$ cat config.mk
export PLATFORM = sky130hd
export DESIGN_NAME = esm_issue_buffer
export DESIGN_NICKNAME = d
export VERILOG_FILES = /design/src/rtl/esm_pkg.sv /design/src/rtl/esm_issue_slot_array.sv /design/src/rtl/esm_issue_buffer.sv
export SDC_FILE = /design/constraint.sdc
export NUM_CORES = 1
export LEC_CHECK = 0
export ABC_CLOCK_PERIOD_IN_PS = 8770
export CAP_MARGIN = 20
export CORE_MARGIN = 4
export CORE_UTILIZATION = 35
export DETAILED_ROUTE_END_ITERATION = 10
export HOLD_SLACK_MARGIN = 0.15
export SYNTH_ARGS = -nofsm -noshare
export SYNTH_HDL_FRONTEND = slang
export SYNTH_HIERARCHICAL = 1
export SYNTH_SLANG_ARGS = --single-unit
$ cat constraint.sdc
create_clock -name clk -period 8.77 [get_ports clk]
set_input_delay 1.754 -clock clk [delete_from_list [all_inputs] [get_ports clk]]
set_output_delay 1.754 -clock clk [all_outputs]
set_load 0.005 [all_outputs]
$ cat src/rtl/esm_pkg.sv
// Shared types and default sizing for the ESM issue buffer and its slot array.
package esm_pkg;

    localparam int ESM_INSTR_W = 32;
    localparam int ESM_BS      = 16;
    localparam int ESM_FILL_TH = 4;
    localparam int ESM_IDX_W   = $clog2(ESM_BS);
    localparam int ESM_CNT_W   = ESM_IDX_W + 1;

    typedef enum logic [1:0] {
        ST_FILL  = 2'd0,
        ST_ISSUE = 2'd1,
        ST_DRAIN = 2'd2
    } esm_state_e;

    typedef struct packed {
        logic [ESM_INSTR_W-1:0] instr;
        logic                   alusrc;
        logic                   regwrite;
        logic                   vld;
    } esm_entry_t;

endpackage

$ cat src/rtl/esm_issue_slot_array.sv
// Entry storage for the issue buffer: one write port, one read port with clear,
// and the per-slot valid vector.
module esm_issue_slot_array
    import esm_pkg::*;
#(
    parameter int W  = ESM_INSTR_W,
    parameter int BS = ESM_BS
) (
    input  logic                  clk,
    input  logic                  rst,
    input  logic                  wr_en,
    input  logic [$clog2(BS)-1:0] wr_idx,
    input  logic [W-1:0]          wr_instr,
    input  logic                  wr_alusrc,
    input  logic                  wr_regwrite,
    input  logic [$clog2(BS)-1:0] rd_idx,
    input  logic                  rd_clr,
    output logic [W-1:0]          rd_instr,
    output logic                  rd_alusrc,
    output logic                  rd_regwrite,
    output logic [BS-1:0]         vld
);

    logic [W+1:0]  ent_q [BS];
    logic [W+1:0]  ent_d [BS];
    logic [BS-1:0] vld_q;
    logic [BS-1:0] vld_d;

    // Write and clear never hit the same slot: a write needs vld=0, a clear needs vld=1.
    always_comb begin
        ent_d = ent_q;
        vld_d = vld_q;
        if (rd_clr) begin
            vld_d[rd_idx] = 1'b0;
        end
        if (wr_en) begin
            vld_d[wr_idx] = 1'b1;
            ent_d[wr_idx] = {wr_instr, wr_alusrc, wr_regwrite};
        end
    end

    always_ff @(posedge clk or posedge rst) begin
        if (rst) begin
            vld_q <= '0;
        end else begin
            vld_q <= vld_d;
        end
    end

    always_ff @(posedge clk) begin
        ent_q <= ent_d;
    end

    assign {rd_instr, rd_alusrc, rd_regwrite} = ent_q[rd_idx];
    assign vld = vld_q;

endmodule

$ cat src/rtl/esm_issue_buffer.sv
// Holding buffer between the ESM core and execute: writes land in buffer_index,
// issues leave from random_index through a single valid/ready output register.
module esm_issue_buffer
    import esm_pkg::*;
#(
    parameter int Instr_word_size = ESM_INSTR_W,
    parameter int bs              = ESM_BS,
    parameter int FILL_TH         = ESM_FILL_TH
) (
    input  logic                       clk,
    input  logic                       rst,
    input  logic                       in_valid,
    output logic                       in_ready,
    input  logic [Instr_word_size-1:0] Instr_in,
    input  logic                       ALUSrc,
    input  logic                       RegWrite,
    input  logic [$clog2(bs)-1:0]      buffer_index,
    input  logic                       iss_valid,
    input  logic [$clog2(bs)-1:0]      random_index,
    input  logic                       drain_req,
    output logic                       out_valid,
    input  logic                       out_ready,
    output logic [Instr_word_size-1:0] Instr_out,
    output logic                       ALUSrc_out,
    output logic                       RegWrite_out,
    output logic [$clog2(bs)-1:0]      out_index,
    output logic [$clog2(bs):0]        count,
    output logic                       wr_collision,
    output logic                       iss_miss
);

    localparam int IDX_W = $clog2(bs);
    localparam int CNT_W = IDX_W + 1;

    esm_state_e                 state_q, state_d;
    logic [CNT_W-1:0]           count_q, count_d;
    logic                       out_valid_q, out_valid_d;
    logic [Instr_word_size-1:0] out_instr_q, out_instr_d;
    logic                       out_alusrc_q, out_alusrc_d;
    logic                       out_regwrite_q, out_regwrite_d;
    logic [IDX_W-1:0]           out_index_q, out_index_d;
    logic                       wr_collision_q, wr_collision_d;
    logic                       iss_miss_q, iss_miss_d;

    logic                       in_ready_c;
    logic                       wr_fire, wr_ok, iss_fire, iss_ok;
    logic [bs-1:0]              vld;
    logic [Instr_word_size-1:0] rd_instr;
    logic                       rd_alusrc, rd_regwrite;

    esm_issue_slot_array #(
        .W  (Instr_word_size),
        .BS (bs)
    ) u_slots (
        .clk         (clk),
        .rst         (rst),
        .wr_en       (wr_ok),
        .wr_idx      (buffer_index),
        .wr_instr    (Instr_in),
        .wr_alusrc   (ALUSrc),
        .wr_regwrite (RegWrite),
        .rd_idx      (random_index),
        .rd_clr      (iss_ok),
        .rd_instr    (rd_instr),
        .rd_alusrc   (rd_alusrc),
        .rd_regwrite (rd_regwrite),
        .vld         (vld)
    );

    always_comb begin
        in_ready_c = (state_q != ST_DRAIN) && (count_q != CNT_W'(bs));
        wr_fire    = in_valid && in_ready_c;
        wr_ok      = wr_fire && !vld[buffer_index];
        iss_fire   = iss_valid && (state_q != ST_FILL) && (!out_valid_q || out_ready);
        iss_ok     = iss_fire && vld[random_index];

        wr_collision_d = wr_fire && vld[buffer_index];
        iss_miss_d     = iss_fire && !vld[random_index];

        count_d = count_q;
        if (wr_ok && !iss_ok) begin
            count_d = count_q + CNT_W'(1);
        end else if (iss_ok && !wr_ok) begin
            count_d = count_q - CNT_W'(1);
        end

        out_valid_d    = out_valid_q;
        out_instr_d    = out_instr_q;
        out_alusrc_d   = out_alusrc_q;
        out_regwrite_d = out_regwrite_q;
        out_index_d    = out_index_q;
        if (iss_ok) begin
            out_valid_d    = 1'b1;
            out_instr_d    = rd_instr;
            out_alusrc_d   = rd_alusrc;
            out_regwrite_d = rd_regwrite;
            out_index_d    = random_index;
        end else if (out_ready) begin
            out_valid_d = 1'b0;
        end
    end

    // Next state looks at the count/out_valid being registered, so state and count agree.
    always_comb begin
        state_d = state_q;
        if (drain_req) begin
            state_d = ST_DRAIN;
        end else begin
            case (state_q)
                ST_FILL:  if (count_d >= CNT_W'(FILL_TH)) state_d = ST_ISSUE;
                ST_ISSUE: if (count_d == '0) state_d = ST_FILL;
                ST_DRAIN: if (count_d == '0 && !out_valid_d) state_d = ST_FILL;
                default:  state_d = ST_FILL;
            endcase
        end
    end

    always_ff @(posedge clk or posedge rst) begin
        if (rst) begin
            state_q <= ST_FILL;
        end else begin
            state_q <= state_d;
        end
    end

    always_ff @(posedge clk or posedge rst) begin
        if (rst) begin
            count_q        <= '0;
            out_valid_q    <= 1'b0;
            out_instr_q    <= '0;
            out_alusrc_q   <= 1'b0;
            out_regwrite_q <= 1'b0;
            out_index_q    <= '0;
            wr_collision_q <= 1'b0;
            iss_miss_q     <= 1'b0;
        end else begin
            count_q        <= count_d;
            out_valid_q    <= out_valid_d;
            out_instr_q    <= out_instr_d;
            out_alusrc_q   <= out_alusrc_d;
            out_regwrite_q <= out_regwrite_d;
            out_index_q    <= out_index_d;
            wr_collision_q <= wr_collision_d;
            iss_miss_q     <= iss_miss_d;
        end
    end

    assign in_ready     = in_ready_c;
    assign out_valid    = out_valid_q;
    assign Instr_out    = out_instr_q;
    assign ALUSrc_out   = out_alusrc_q;
    assign RegWrite_out = out_regwrite_q;
    assign out_index    = out_index_q;
    assign count        = count_q;
    assign wr_collision = wr_collision_q;
    assign iss_miss     = iss_miss_q;

endmodule

# Word-level counts from Yosys, hierarchy flattened
# Index checks and enable logic that the tools add are counted.
totals:
  ff_bits: 608
  inputBits: 48
op_classes:
  magnitude_cmp: 8
  muxes: 25
  n_addsub: 2
  eq_ne: 7
  n_reduce_logical: 25
  bitwise_logic: 5
op_table:
  columns: ["cell", "count"]
  rows:
  - ["bitwise mux 544 bit", 1]
  - ["binary-select mux 34 bit (select 4 bit)", 1]
  - ["demux 34 bit (select 4 bit)", 1]
  - ["two-way mux 34 bit", 3]
  - ["two-way mux 16 bit", 2]
  - ["bitwise AND 16 bit", 1]
  - ["inverter 16 bit", 1]
  - ["bitwise OR 16 bit", 1]
  - ["logical AND 1 bit", 14]
  - ["greater-or-equal comparator 5 bit, second input constant", 2]
  - ["< comparator 4 x 5 -> 1 bit, second input constant", 2]
  - ["two-way mux 5 bit", 2]
  - ["inverter 4 -> 5 bit", 2]
  - ["!= test 3 bit, second input constant", 3]
  - ["binary-select mux 1 bit (select 4 bit)", 2]
  - ["demux 1 bit (select 4 bit)", 2]
  - ["greater-or-equal comparator 4 x 1 -> 1 bit, second input constant", 2]
  - ["two-way mux 2 bit", 4]
  - ["zero test 1 bit", 6]
  - ["two-way mux 1 bit", 6]
  - ["case mux 2 bit (3 select lines)", 1]
  - ["adder 5 x 1 -> 5 bit, second input constant", 1]
  - ["greater-or-equal comparator 5 x 3 -> 1 bit, second input constant", 1]
  - ["zero test 5 bit", 1]
  - ["other kinds (10)", 10]

# Depth between registers and ports, before layout
# Gate-level depths: netlist of run 1.
depth:
  ltp_word: 13
  mapped_depth: 11

# By module
# The synthesis of run 1 kept the hierarchy.
by_module_without_submodules:
  columns: ["module", "area_each_um2", "n_inst", "cells_each"]
  rows:
  - ["esm_issue_slot_array", 21062.7, 1, 914]
  - ["esm_issue_buffer", 2368.5, 1, 178]

# Worst setup path after synthesis of run 1
# Ideal clock, no wire load.
synth_timing:
  kind: "input port to flip-flop"
  startpoint: "input port buffer_index[2]"
  endpoint: "register u_slots/ent_q[510] in the netlist's numbering, enable pin"
  path_stages: 9
  setup_ns: 0.469
  required_time_ns: 8.301
  arrival_time_ns: 5.813
  path_slack_ns: 2.488
  path_cell_list: "buf_6 > mux4_2 > nand2b_4 > a2bb2oi_2 > nand3_4 > inv_2 > or3b_1 > clkbuf_1 > nor3_1"
synth_via:
  elab_chain_cells: 4
synth_rtl:
  columns: ["element", "line", "source"]
  rows:
  - ["from (decl)", "esm_issue_buffer.sv:17", "input logic [$clog2(bs)-1:0] buffer_index,"]
  - ["binary-select mux 1 bit (select 4 bit)", "esm_issue_buffer.sv:73", "wr_ok = wr_fire && !vld[buffer_index];"]
  - ["two-way mux 1 bit (implied by the code)", "esm_issue_buffer.sv:73", null]
  - ["zero test 1 bit", "esm_issue_buffer.sv:73", null]
  - ["logical AND 1 bit", "esm_issue_buffer.sv:73", null]
  - ["via wr_ok", "esm_issue_buffer.sv:46", "logic wr_fire, wr_ok, iss_fire, iss_ok;"]
  - ["to (signal assigned)", "esm_issue_slot_array.sv:51", "ent_q <= ent_d;"]
  - ["to (decl)", "esm_issue_slot_array.sv:24", "logic [W+1:0] ent_q [BS];"]
# The timed path passes the listed nets, and every way through them passes these cells. The select of a mux whose other input is x is not followed.
# A chain may end at the register's enable or synchronous reset.

# Worst setup path in the final report of run 1
layout_timing:
  startpoint: "input port buffer_index[1]"
  endpoint: "register u_slots/ent_q[214] in the netlist's numbering, enable pin"
# The elaborated chain is that of the path after synthesis.

==> results list, run 1 <==
- Count of boundary I/O pins: 95
* Worst R2R Path Depth: 9
- Peak supply drop: 0.155 mV
- Biggest area contributors in the synthesized netlist: edfxtp_1 70%, mux4_2 13%, dfrtp_1 6.8%
- Antenna violations before repair: 2
* RSZ-0062 raised after global routing: no
- Number of setup buffers added after CTS: 0
- After routing, the total negative slack on setup checks comes to 0 ps.
- The area growth from synthesis to layout is 17.6%.
- Dividing the final minimum period by the clock period gives 0.599.
- Sink of the worst hold path: state_q[0]$_DFFE_PP0P_
- Number of gates given a new drive strength after cts: 0
- For this configuration, the core starts out at a cell density of 0.354.
- ANT nets after route: 0
- Unique masters post-synth: 51
* Vias in the first global route: 11929
* Cts-stage hold buffer count: 0
* Per-cell routed wire length: 24.1 um
- The congestion estimate from routability-driven global placement came to 0.746.
- In this run, synthesis produced a sequential element count of 608.
- Wire length of the first global-routing pass: 77.8 mm
- Power per standard cell area: 247 nW/um2
- Yosys top cell by area: edfxtp_1
- The region available for standard cell placement spans 66100 um2.
- Startpoint of the worst register-to-register path: count[1]$_DFF_PP0_
- The layout has 5736 filler cells.
- Number of standard cells in the final layout excluding fillers: 2137
* Cell count after placement: 2022
- Placed wire-length estimate: 29.1 mm
* Total via count after detailed routing: 11191
* Time the worst path needs with I/O delays and setup: 5250 ps
* Count of unresolved DRC violations after routing: 0
- Cell chosen for the clock root: clkbuf_16
* Required arrival time at the worst endpoint: 9030 ps
- During placement, the flow inserted port buffers numbering 94.
- Cell-by-cell trace of the critical path: clkdlybuf4s50_1 -> mux4_2 -> nor2_1 -> a2bb2oi_2 -> nand3_4 -> inv_2 -> nand3b_1 -> nor2_4 -> buf_4
* RR Endpoint: u_slots/ent_q[214]$_DFFE_PP_
- Setup Skew: 30.4 ps
* Max-cap violations: 0
* Top achievable clock speed: 190 MHz
- Summed over all cells, the static leakage comes to 8.91 nW.
- Entering global routing, the biggest net connects 78 pins.
- At the later pin of the worst-skew pair, clock insertion delay measures 620 ps.
* Max Slew Vio Count: 0
- The number of nets handed over by synthesis was 1142.
* CTS tree: yes
* Clock buffers created by TritonCTS: 60
- Die Area: 71200 um2
- The H-tree generated during clock tree synthesis spans 2 levels.
- Floorplan die height: 267 um
* All-layer global routing usage: 0.145
* Final WL: 51.5 mm
- Setup slack of the most critical reg-to-reg path: 4990 ps
- Proportion of layout cells with a drive suffix above 1: 0.258
* Run status: completed
- The startpoint identified for the worst hold timing path is state_q[1]$_DFFE_PP0P_.
- Number of flops mapped to enable cells by yosys: 544
* Asr flop ratio synth: 0.105
- In this design, the stage delay of the slowest critical-path cell is 830 ps.
* CP max-delay cell: clkdlybuf4s50_1
- 0 antenna diodes ended up in the layout.
* Kind of path behind the tightest hold check: register to register
- For this run the aggregate overflow at the end of global routing stands at 0.
* Crit path DAT: 5510 ps
- The critical path is of the primary input to register type.
* Setup-violating endpoint count in the final report: 0
* Share of the synthesized area in the top cell type: 0.697
* Hold violation total from the final report: 0
* Average size of a mapped cell: 21.5 um2
- DR vias/cell: 5.24
- Along the worst hold path, the cell count comes to 1.
- Sequential element share of the synthesized area: 0.766
* TritonCTS Sinks: 608
- Num rows: 94
- Max clock buf depth: 3
* Fin Hold WS: 482 ps
- Horizontal extent of the die: 267 um
- The first TritonRoute pass finished after 5 iterations.
- Clock-pin slew was measured on the worst setup and hold paths at 60 ps.
- Sort of element at the start of the critical path: primary input
- Synth warnings: 6
* Top FF cell, synth: edfxtp_1
- Of all nets on the critical path, the largest fanout is 18.
- Endpoint kind of the worst setup timing path: register
- After the first detailed-routing iteration, the DRC count stood at 811.
* Worst-Margin Slew: 1060 ps
* Cell count after synthesis: 1092
- Headroom to the max-slew limit: 0.293
- Area of the mapped netlist: 23400 um2
- Storage cell area: 17900 um2
* Area occupied by multi-input gates: 5280 um2
* Net count reported at finish: 1271
## worst max-delay path by stage
stage / start / to / slack, ps
after floorplan: buffer_index[2] / u_slots/ent_q[510]$_DFFE_PP_ / 2490
after global placement: buffer_index[1] / u_slots/ent_q[140]$_DFFE_PP_ / 2980
after detailed placement: buffer_index[1] / u_slots/ent_q[174]$_DFFE_PP_ / 2870
after CTS: buffer_index[1] / u_slots/ent_q[178]$_DFFE_PP_ / 3530
after global routing: buffer_index[1] / u_slots/ent_q[144]$_DFFE_PP_ / 3330
final: buffer_index[1] / u_slots/ent_q[214]$_DFFE_PP_ / 3520
## critical path, delay by kind of cell
family | cells | cell delay, ps
buffers and inverters | 3 | 1460
and+or+nand+nor | 4 | 1450
AOI/OAI and AO/OA | 1 | 260
muxes | 1 | 570
## cells in the final DEF (no fill, tap or decap), types with 7 or more instances in the layout
cell type	n
mux2_1	7
clkbuf_1	11
bufinv_16	8
nand2_1	40
a22oi_1	70
o21ai_0	31
buf_4	24
clkinv_2	10
nand3_1	8
clkbuf_16	61
mux4_2	138
clkinv_1	10
edfxtp_1	544
mux2i_1	12
nor2_1	7
clkdlybuf4s50_1	92
nor2_4	13
nand2b_1	9
dfrtp_1	64
mux2_2	32
## where the power goes
| part | internal [mW] | switching [mW] | total [mW] |
|---|---|---|---|
| Clock | 1.54 | 1.08 | 2.61 |
| Combinational | 0.423 | 0.357 | 0.779 |
| Sequential | 3.31 | 0.101 | 3.41 |
| Total | 5.27 | 1.53 | 6.81 |
## sequential cells by signal, indices dropped and copies added (netlist names)
register / cells
u_slots/ent_q: 544
count: 5
out_index: 4
out_valid: 1
Instr_out: 32
wr_collision: 1
u_slots/vld: 16
ALUSrc_out: 1
iss_miss: 1
RegWrite_out: 1
state_q: 2
## Yosys cell counts (all sizes together), types with 2 or more instances
cell type and number:
edfxtp 544, mux4 138, a22oi 70, dfrtp 64, mux2 40, nand2 40, buf 37, o21ai 32
nor2 20, clkbuf 17, mux2i 13, nand2b 10, nand3 9, inv 8, nor2b 7, nor3 7
nand3b 4, a221oi 3, and3 3, a21oi 2, and2 2, ha 2, maj3 2, o211ai 2
or3b 2, xnor2 2, xor2 2
## final cells by class
type | instances | area share
sequential | 608 | 0.651
multi-input combinational | 422 | 0.192
clock buffer | 75 | 0.0584
timing repair buffer | 121 | 0.0439
tap | 864 | 0.0392
clock inverter | 39 | 0.0152
inverter | 8 | 0.00109
## kinds of logic (layout without fill, tap and decap cells)
kind of cell	Yosys count	in the layout	share of synthesized area
AOI/OAI and AO/OA	115	115	0.0347
muxes	191	191	0.158
xor gates and xnor gates	4	4	0.00182
adders and majority gates	4	4	0.00198
DFF	608	608	0.766
and+or+nand+nor	108	108	0.0231
buffers and inverters	62	243	0.0148
## metrics by stage
stage	instance area (um2)	power [mW]	util	setup slack [ps]
3_3_place_gp	25500	4.26	0.385	2980
5_1_grt	27600	7.09	0.417	3330
2_1_floorplan	23400	3.84	-	2490
3_5_place_dp	25500	4.27	0.386	2870
4_1_cts	27500	6.90	0.417	3530
6_report	27600	6.81	0.417	3520
## layer usage
metal | vias up | GRT usage | wire length, um
li1 | 4817 | - | -
met1 | 5987 | 0.203 | 22400
met2 | 307 | 0.238 | 25200
met3 | 76 | 0.0274 | 2820
met4 | 4 | 0.0344 | 988
met5 | - | 0 | 27
No activity file was read; power rests on OpenSTA's default activity.
==> run 2: changes to the inputs <==
- ABC_CLOCK_PERIOD_IN_PS: 8770 -> 4400
- clock period: 8.77 -> 4.4 ns (I/O delays scaled with it)
==> results list, run 2 (same netlist as run 1, synthesis figures left out) <==
- Run status: completed
* All-layer global routing usage: 0.148 (+0.00346)
- Initial DRT Pass Iterations: 5 (unchanged)
- The tree is rooted in a clkbuf_16.
* WS Path Type: primary input to register
* Number of setup buffers added after CTS: 0 (unchanged)
- Worst skew pair latency: 620 ps (about the same)
- Die Area: 71200 um2 (unchanged)
- The half-perimeter wire length after detailed placement was 31.2 mm (+7.3%).
- Leading cell types in the layout, fill and taps excluded: 544 x edfxtp_1, 138 x mux4_2, 92 x clkdlybuf4s50_1
- The pin count of the biggest net entering global routing came to 142 (+82%).
- The highest ir drop seen on vdd came to 0.343 mV (+120%).
* Core ar.: 66100 um2 (unchanged)
* Biggest fanout along the worst timing path: 21 (+3)
- Kind of path behind the tightest hold check: register to register
- Top achievable clock speed: 275 MHz
- Max clock buf depth: 3 (unchanged)
- Final WL: 52.6 mm (+2.2%)
* Antenna violations before repair: 2 (unchanged)
* Power per standard cell area: 485 nW/um2 (+96%)
- Setup repair after global routing left no endpoint under its margin.
* Fillcell total: 5682 (-0.94%)
* Vias in the first global route: 11920 (-0.075%)
- The wire length of the first global-routing pass was 78.8 mm (+1.3%).
* Worst-Margin Slew: 951 ps (-110 ps)
* Count of routing violations after the opening detailed-route iteration: 940 (+16%)
- The area of placed instances came to 25800 um2 (+1.1%).
- Count of boundary I/O pins: 95 (unchanged)
- The number of setup violations in the final report was 0 (unchanged).
* Hold violation total from the final report: 0 (unchanged)
- The final estimated routing congestion in global placement came to 0.803 (+7.6%).
* Proportion of layout cells with a drive suffix above 1: 0.268 (+0.0106)
- The worst setup skew after layout came to 27.7 ps (-2.70 ps).
- The number of gates given a new drive strength after cts was 0 (unchanged).
- Layout overhead on the synthesized area: 18.6%
- Headroom to the max-slew limit: 0.366 (+0.0733)
- The post-detailed-route via-to-cell ratio is 5.25 (+0.24%).
- The max-capacitance violation count was 0 (unchanged).
- The initial standard-cell utilization of the core was 0.354 (unchanged).
* Cts-stage hold buffer count: 0 (unchanged)
- The count of vias placed by the detailed router came to 11312 (+1.1%).
- The final max-slew violation count is 0 (unchanged).
- Max H-tree Level: 2 (unchanged)
* Setup total negative slack: 0 ps (unchanged)
- The count of input and output buffers came to 94 (unchanged).
- Num rows: 94 (unchanged)
- The final-stage net count came to 1289 (+1.4%).
* Most common cell after layout, fill and taps aside: edfxtp_1
- Static leakage power: 9.03 nW (+1.3%)
* CTS tree: yes
- Global-route congestion overflow total: 0 (unchanged)
- Share of the clock period used by the worst path after layout: 0.827
- TritonCTS Sinks: 608 (unchanged)
* Design Power: 13.5 mW (+98%)
* Clock buffers created by TritonCTS: 60 (unchanged)
- The routed design could run at a clock period as short as 3640 ps.
- The clock-pin slew reported for the worst setup and hold paths after clock tree synthesis was 60 ps (about the same).
- Endpoint kind of the worst setup timing path: register
- The die span in x is 267 um (unchanged).
- Required arrival time at the worst endpoint: 4700 ps (-4330 ps)
- STA classifies the critical path startpoint as a primary input.
* Per-cell routed wire length: 24.4 um (+1.3%)
- The area of all placed cells without fillers is 27800 um2 (+0.81%).
- Floorplan die height: 267 um (unchanged)
- Count of unresolved DRC violations after routing: 0 (unchanged)
- Counting flops per register, the top entry is u_slots/ent_q.
- Flip-flop count of the largest register, all copies and words added: 544 (unchanged)
- The data arrival time of the critical path was 3930 ps (-1580 ps).
- The remaining antenna violation count after routing came to 0 (unchanged).
## run 2: changes by cell type in the layout (fill, tap and decap cells not counted), sizes merged
cell and delta:
buf +18, clkbuf +6, bufinv -3, clkinv -3
clkinvlp -3, inv +2, diode +1
## run 2: final cells by class
| cell class | instances | area [um2] | share of cell area |
|---|---|---|---|
| Antenna cell | 1 | 2.50 | 0.0000900 |
| Tap cell | 864 | 1080 | 0.0389 |
| Timing Repair Buffer | 139 | 1450 | 0.0521 |
| Clock buffer | 81 | 1680 | 0.0605 |
| Inverter | 8 | 30.0 | 0.00108 |
| Multi-Input combinational cell | 422 | 5310 | 0.191 |
| Clock inverter | 32 | 303 | 0.0109 |
| Sequential cell | 608 | 17900 | 0.645 |
## run 2: routing by layer
layer	routed length [um]	vias up	track usage
li1	-	4847	-
met1	22500	6028	0.206
met2	25500	361	0.243
met3	3670	74	0.0310
met4	991	2	0.0354
met5	13	-	0
## run 2: path summary, 6_finish.rpt
| check | startpoint | end | slack, ps | cells after the start |
|---|---|---|---|---|
| setup / recovery | buffer_index[1] | u_slots/ent_q[434]$_DFFE_PP_ | 760 | 10 |
| hold / removal | state_q[1]$_DFFE_PP0P_ | state_q[0]$_DFFE_PP0P_ | 470 | 1 |
| setup reg to reg | count[0]$_DFF_PP0_ | u_slots/ent_q[434]$_DFFE_PP_ | 990 | 9 |
| hold reg to reg | state_q[1]$_DFFE_PP0P_ | state_q[0]$_DFFE_PP0P_ | 470 | 1 |
| max in group asynchronous | rst | RegWrite_out$_DFFE_PP0P_ | 2790 | 3 |
| min in group asynchronous | rst | out_index[1]$_DFFE_PP0P_ | 700 | 2 |
## run 2: worst max-delay path, stage by stage
cell and delay (ps):
clkdlybuf4s50_1 520, buf_4 250, mux4_2 320, nand2b_4 150, a2bb2oi_2 230, nand3_4 170
inv_2 170, or3b_1 590, nor2_4 380, buf_12 240
## run 2: power breakdown
group / internal [mW] / switching [mW]
logic: 0.853 / 0.728
registers: 6.60 / 0.199
clock network: 2.97 / 2.11
total: 10.4 / 3.04
## run 2: through the flow
stage,hold WS (ps),instances,setup WS [ps],util
2_1_floorplan,424,1092,-64.7,-
3_3_place_gp,445,2041,175,0.390
3_5_place_dp,464,2041,153,0.390
4_1_cts,472,2154,778,0.420
5_1_grt,499,2154,633,0.420
6_report,471,2155,761,0.420
==> RTL edit 1, RTL diff (settings of run 1) <==
`out_instr_q` no longer has a reset.
--- a/src/rtl/esm_issue_buffer.sv
+++ b/src/rtl/esm_issue_buffer.sv
@@ -128,5 +128,4 @@
             count_q        <= '0;
             out_valid_q    <= 1'b0;
-            out_instr_q    <= '0;
             out_alusrc_q   <= 1'b0;
             out_regwrite_q <= 1'b0;
@@ -137,5 +136,4 @@
             count_q        <= count_d;
             out_valid_q    <= out_valid_d;
-            out_instr_q    <= out_instr_d;
             out_alusrc_q   <= out_alusrc_d;
             out_regwrite_q <= out_regwrite_d;
@@ -144,4 +142,8 @@
             iss_miss_q     <= iss_miss_d;
         end
+    end
+
+    always_ff @(posedge clk) begin
+        out_instr_q <= out_instr_d;
     end
 
Formal check against the unedited RTL: differs if rst is asserted again (counterexample within 4 cycles, from zero or initial values and one cycle with rst high); with rst held inactive, the same outputs for 4 cycles.
==> RTL edit 1 against run 1 <==
- via count down 2.1%
- final area down 0.35%
- sequential cell count stayed put
- setup slack better by 110 ps
- critical path depth decreased by 2
- cell count fell by 0.89%
- synthesized area fell by 0.89%
- count of clock-buffer cells in the layout is the same
- register-to-register slack improved by 50 ps
- non-clock buffer count is 2 lower
- sequential power fell by 2%
- routed wire length shrank 4.9%
- total power is 3.9% lower
==> RTL edit 1: results (changes against run 1) <==
outcome:
  status: "finished, final reports clean"
critical_path:
  cpPeakStageDelay_ps: 820
  arrival_ps: 5420  # -90 ps
  r2r_setup_slack_ps: 5040  # +50 ps
  r2r-end: "u_slots/ent_q[414]"
  rr_worst_depth: 8  # -1
  worstReg2RegStart: "count[0]"
global_route:
  grtUsageTotal_pct: 14.0  # -0.53 points
  antenna_found_initial: 1  # -1
  grt_pass1_wl_mm: 74.8  # -3.8%
  grt_pass1_vias: 11700  # -2.1%
  grt_max_degree: 67  # -14%
clock_network:
  postCtsSetupBuffers: 0  # unchanged
  numCtsBuffers: 66  # +10%
  htree_levels: 3  # +1
  cts_buffer_depth: 3  # unchanged
  clk-insertion-delay-late_ps: 590  # -30 ps
layout:
  n_fill_cell: 5605  # -2.3%
  largest_reg_flops: 544  # unchanged
  layout-drive-gt1-share_pct: 24.3  # -1.5 points
  largest_register: "u_slots/ent_q"
  final_nets: 1254  # -1.3%
drt:
  vias: 11000  # -2.1%
  dr_wl_met2_mm: 24.4  # -3.5%
  met1Wirelength_mm: 21.5  # -4.0%
  drt_iter0_drc: 688  # -15%
  top_layer: "met4"
  wl_per_cell_um: 23.1  # -4.0%
  routed-wl-met3_mm: 2.15  # -24%
synth:
  ys_types: 56  # +9.8%
  synth_area_leaders: "edfxtp_1 (74%), mux4_2 (13%), dfrtp_1 (3.4%)"
  synthArstFlopShare_pct: 5.26  # -5.3 points
  synth_edf_count: 576  # +5.9%
  seq_area_frac_synth_pct: 77.9  # +1.4 points
  synth_nets: 1117  # -2.2%
  synth_commonest_cells: "edfxtp_1 (576), mux4_2 (139), a22oi_1 (70)"
sta:
  whs_ps: 494  # +11.7 ps
  skew_ps: 18.4  # -12.0 ps
  max-slew-margin-rel_pct: 24.8  # -4.4 points
placed_design:
  dp.final_hpwl_mm: 26.9  # -7.6%
  gp_congestion: 0.780  # +4.5%
  place_area_mm2: 0.0253  # -0.76%
power_and_ir_drop:
  p_leak_uw: 0.00872  # -2.1%
  peakVddDrop_mv: 0.130  # -16%
min_path:
  min-delay-start: "RegWrite_out"
  min_delay_path_depth: 2  # +1
  worstHoldEndpoint: "RegWrite_out"
==> RTL edit 1: cell count changes after synthesis, moves of 3 or more <==
| cell | delta |
|---|---|
| dfrtp_1 | -32 |
| edfxtp_1 | +32 |
| mux2_2 | -29 |
| nand2_1 | +14 |
| mux2_1 | -7 |
| mux2i_1 | -5 |
| nor2_1 | -4 |
| nand3_1 | -3 |
| o21ai_1 | +3 |
==> RTL edit 1: logic make-up after synthesis <==
family | Yosys count | synth area share (%)
mux | 149 | 13.9
flops | 608 | 77.9
fa+ha+maj | 2 | 0.108
xor+xnor | 5 | 0.189
simple gates | 119 | 2.53
buf+inv | 59 | 1.40
compound gates | 125 | 3.92
==> RTL edit 1: worst max-delay path by stage <==
stage,start,end,slack (ps)
after floorplan,buffer_index[1],u_slots/ent_q[510],2660
after global placement,buffer_index[1],u_slots/ent_q[461],2800
after detailed placement,buffer_index[1],u_slots/ent_q[431],3050
after CTS,buffer_index[1],u_slots/ent_q[416],3660
after global routing,buffer_index[1],u_slots/ent_q[414],3490
final,buffer_index[1],u_slots/ent_q[414],3630
==> RTL edit 1: cell type report <==
| class | count | share of cell area, % |
|---|---|---|
| Antenna cell | 1 | 0.00911 |
| Clock inverter | 42 | 1.33 |
| Inverter | 9 | 0.123 |
| Timing Repair Buffer | 119 | 4.47 |
| Sequential cell | 608 | 65.9 |
| Tap cell | 864 | 3.94 |
| Multi-Input combinational cell | 400 | 18.0 |
| Clock buffer | 75 | 6.29 |
==> RTL edit 1: critical path, delay by kind of cell <==
family                 cells  cell delay (ps)
AO/OA/AOI/OAI              2              790
buffers and inverters      2             1060
AND/OR/NAND/NOR            2             1220
multiplexers               1              570
==> RTL edit 1: power by group <==
group	switching, µW	leakage (µW)	internal (µW)	total (µW)
sequential	66.5	0.00560	3280	3350
combinational	289	0.00211	251	541
clock	1100	0.00102	1540	2650
total	1460	0.00872	5080	6540
==> RTL edit 1: metal layers <==
| metal | track usage (%) | vias up |
|---|---|---|
| met5 | 0 | - |
| met4 | 3.58 | 0 |
| met3 | 3.07 | 79 |
| met2 | 23.4 | 237 |
| met1 | 18.7 | 5884 |
| li1 | - | 4759 |
==> RTL edit 1: stage by stage <==
step / utilization (%) / worst slack (ps) / std cells
6_report: 41.8 / 3630 / 2118
5_1_grt: 41.8 / 3490 / 2117
3_3_place_gp: 38.4 / 2800 / 1995
4_1_cts: 41.7 / 3660 / 2115
2_1_floorplan: - / 2660 / 1067
3_5_place_dp: 38.5 / 3050 / 1998
==> RTL edit 2, RTL diff (settings of run 1) <==
Made on the original files. `ESM_BS`: 16 -> 8.
--- a/src/rtl/esm_pkg.sv
+++ b/src/rtl/esm_pkg.sv
@@ -3,5 +3,5 @@
 
     localparam int ESM_INSTR_W = 32;
-    localparam int ESM_BS      = 16;
+    localparam int ESM_BS      = 8;
     localparam int ESM_FILL_TH = 4;
     localparam int ESM_IDX_W   = $clog2(ESM_BS);
Interface: changed (resized buffer_index, count, out_index and random_index); port bits go from 95 to 91. No check against the original RTL was run, so the function may have changed too.
==> RTL edit 2 against run 1 <==
- sequential cell count fell by 282
- total power down 40%
- clock skew is 15 ps lower
- count of clock-buffer cells in the layout shrank 31
- synthesized area decreased by 45%
- setup slack better by 170 ps
- utilization grew 1.7 points
- highest routed layer is now met4
- final area shrank 44%
- fmax grew 3.4%
- routed wire length fell by 51%
==> RTL edit 2: results (changes against run 1) <==
global_route:
  grt_pass1_vias: 6462  # -46%
  grt_use_met3_pct: 2.06  # -0.68 points
  grt_max_degree: 82  # +5.1%
  grt_pass1_wl_mm: 38.9  # -50%
  met1_usage_pct: 16.6  # -3.6 points
sta:
  worst_slew_pin_slew_ps: 914  # -147 ps
synth:
  avgSynthCellArea_um2: 21.8  # +1.5%
  synth_commonest_cells: "edfxtp_1 (272), mux2_2 (72), mux4_2 (57)"
  ys_types: 52  # +2.0%
  synth_area_leaders: "edfxtp_1 (64%), dfrtp_1 (11%), mux4_2 (10%)"
  seq_area_frac_synth_pct: 74.3  # -2.2 points
  synth_edf_count: 272  # -50%
drt:
  wl_mm: 25.0  # -51%
  via_per_inst: 5.00  # -4.4%
clock_network:
  clk-insertion-delay-late_ps: 500  # -120 ps
layout:
  final_nets: 748  # -41%
  largest_reg_flops: 272  # -50%
min_path:
  min-delay-start: "Instr_out[8]"
  worstHoldEndpoint: "Instr_out[8]"
critical_path:
  rr_worst_depth: 7  # -2
  r2r-end: "u_slots/ent_q[89]"
  crit_family: "simple AND/OR/NAND/NOR gates"
  startpoint: "buffer_index[0]"
outcome:
  status: "finished, final reports clean"
power_and_ir_drop:
  p_leak_uw: 0.00516  # -42%
placed_design:
  port_buffers: 90  # -4.3%
RTL edit 2: cell count changes in the layout (fill, tap and decap cells not counted), moves of 9 or more:
cell	delta
a22oi_1	-69
buf_4	-14
clkbuf_16	-24
dfrtp_1	-10
edfxtp_1	-272
mux2_2	+40
mux4_1	+11
mux4_2	-81
nand2_1	-32
nor2_4	-9
o21ai_0	-30
RTL edit 2: cell type report:
type,instances,area (µm²)
clock buffers,44,972
clock inverters,18,236
fillers,2998,20300
inverters,8,30.0
multi-input cells,226,3120
flip-flops and latches,326,9520
well taps,461,577
repair buffers,103,1090
RTL edit 2: routing by layer:
metal / routed length (µm) / share of wire (%)
met5: 0 / 0
met4: 473 / 1.9
met3: 1010 / 4.0
met2: 12800 / 51
met1: 10700 / 43
RTL edit 2: metrics by stage:
stage          total power, µW  area (µm²)  setup WS, ps
2_1_floorplan             2270       12800          1880
4_1_cts                   4150       15500          3740
3_3_place_gp              2600       14200          3180
5_1_grt                   4280       15500          3500
6_report                  4090       15500          3690
3_5_place_dp              2620       14300          3200
RTL edit 2: logic make-up (layout without fill, tap and decap cells):
| family | after synthesis | count (layout) | share of synthesized area [%] |
|---|---|---|---|
| xor gates and xnor gates | 4 | 4 | 0.332 |
| AOI/OAI and AO/OA | 22 | 22 | 1.49 |
| buffers and inverters | 36 | 173 | 1.84 |
| and+or+nand+nor | 48 | 48 | 2.40 |
| DFF | 326 | 326 | 74.3 |
| adders and majority gates | 4 | 4 | 0.352 |
| muxes | 148 | 148 | 19.2 |
RTL edit 2: power groups by stage:
stage / clock, µW / sequential (µW) / combinational [µW]
2_1_floorplan: 0 / 1940 / 326
3_3_place_gp: 0 / 1950 / 649
3_5_place_dp: 0 / 1950 / 668
4_1_cts: 1560 / 1930 / 669
5_1_grt: 1630 / 1940 / 712
6_report: 1520 / 1920 / 655
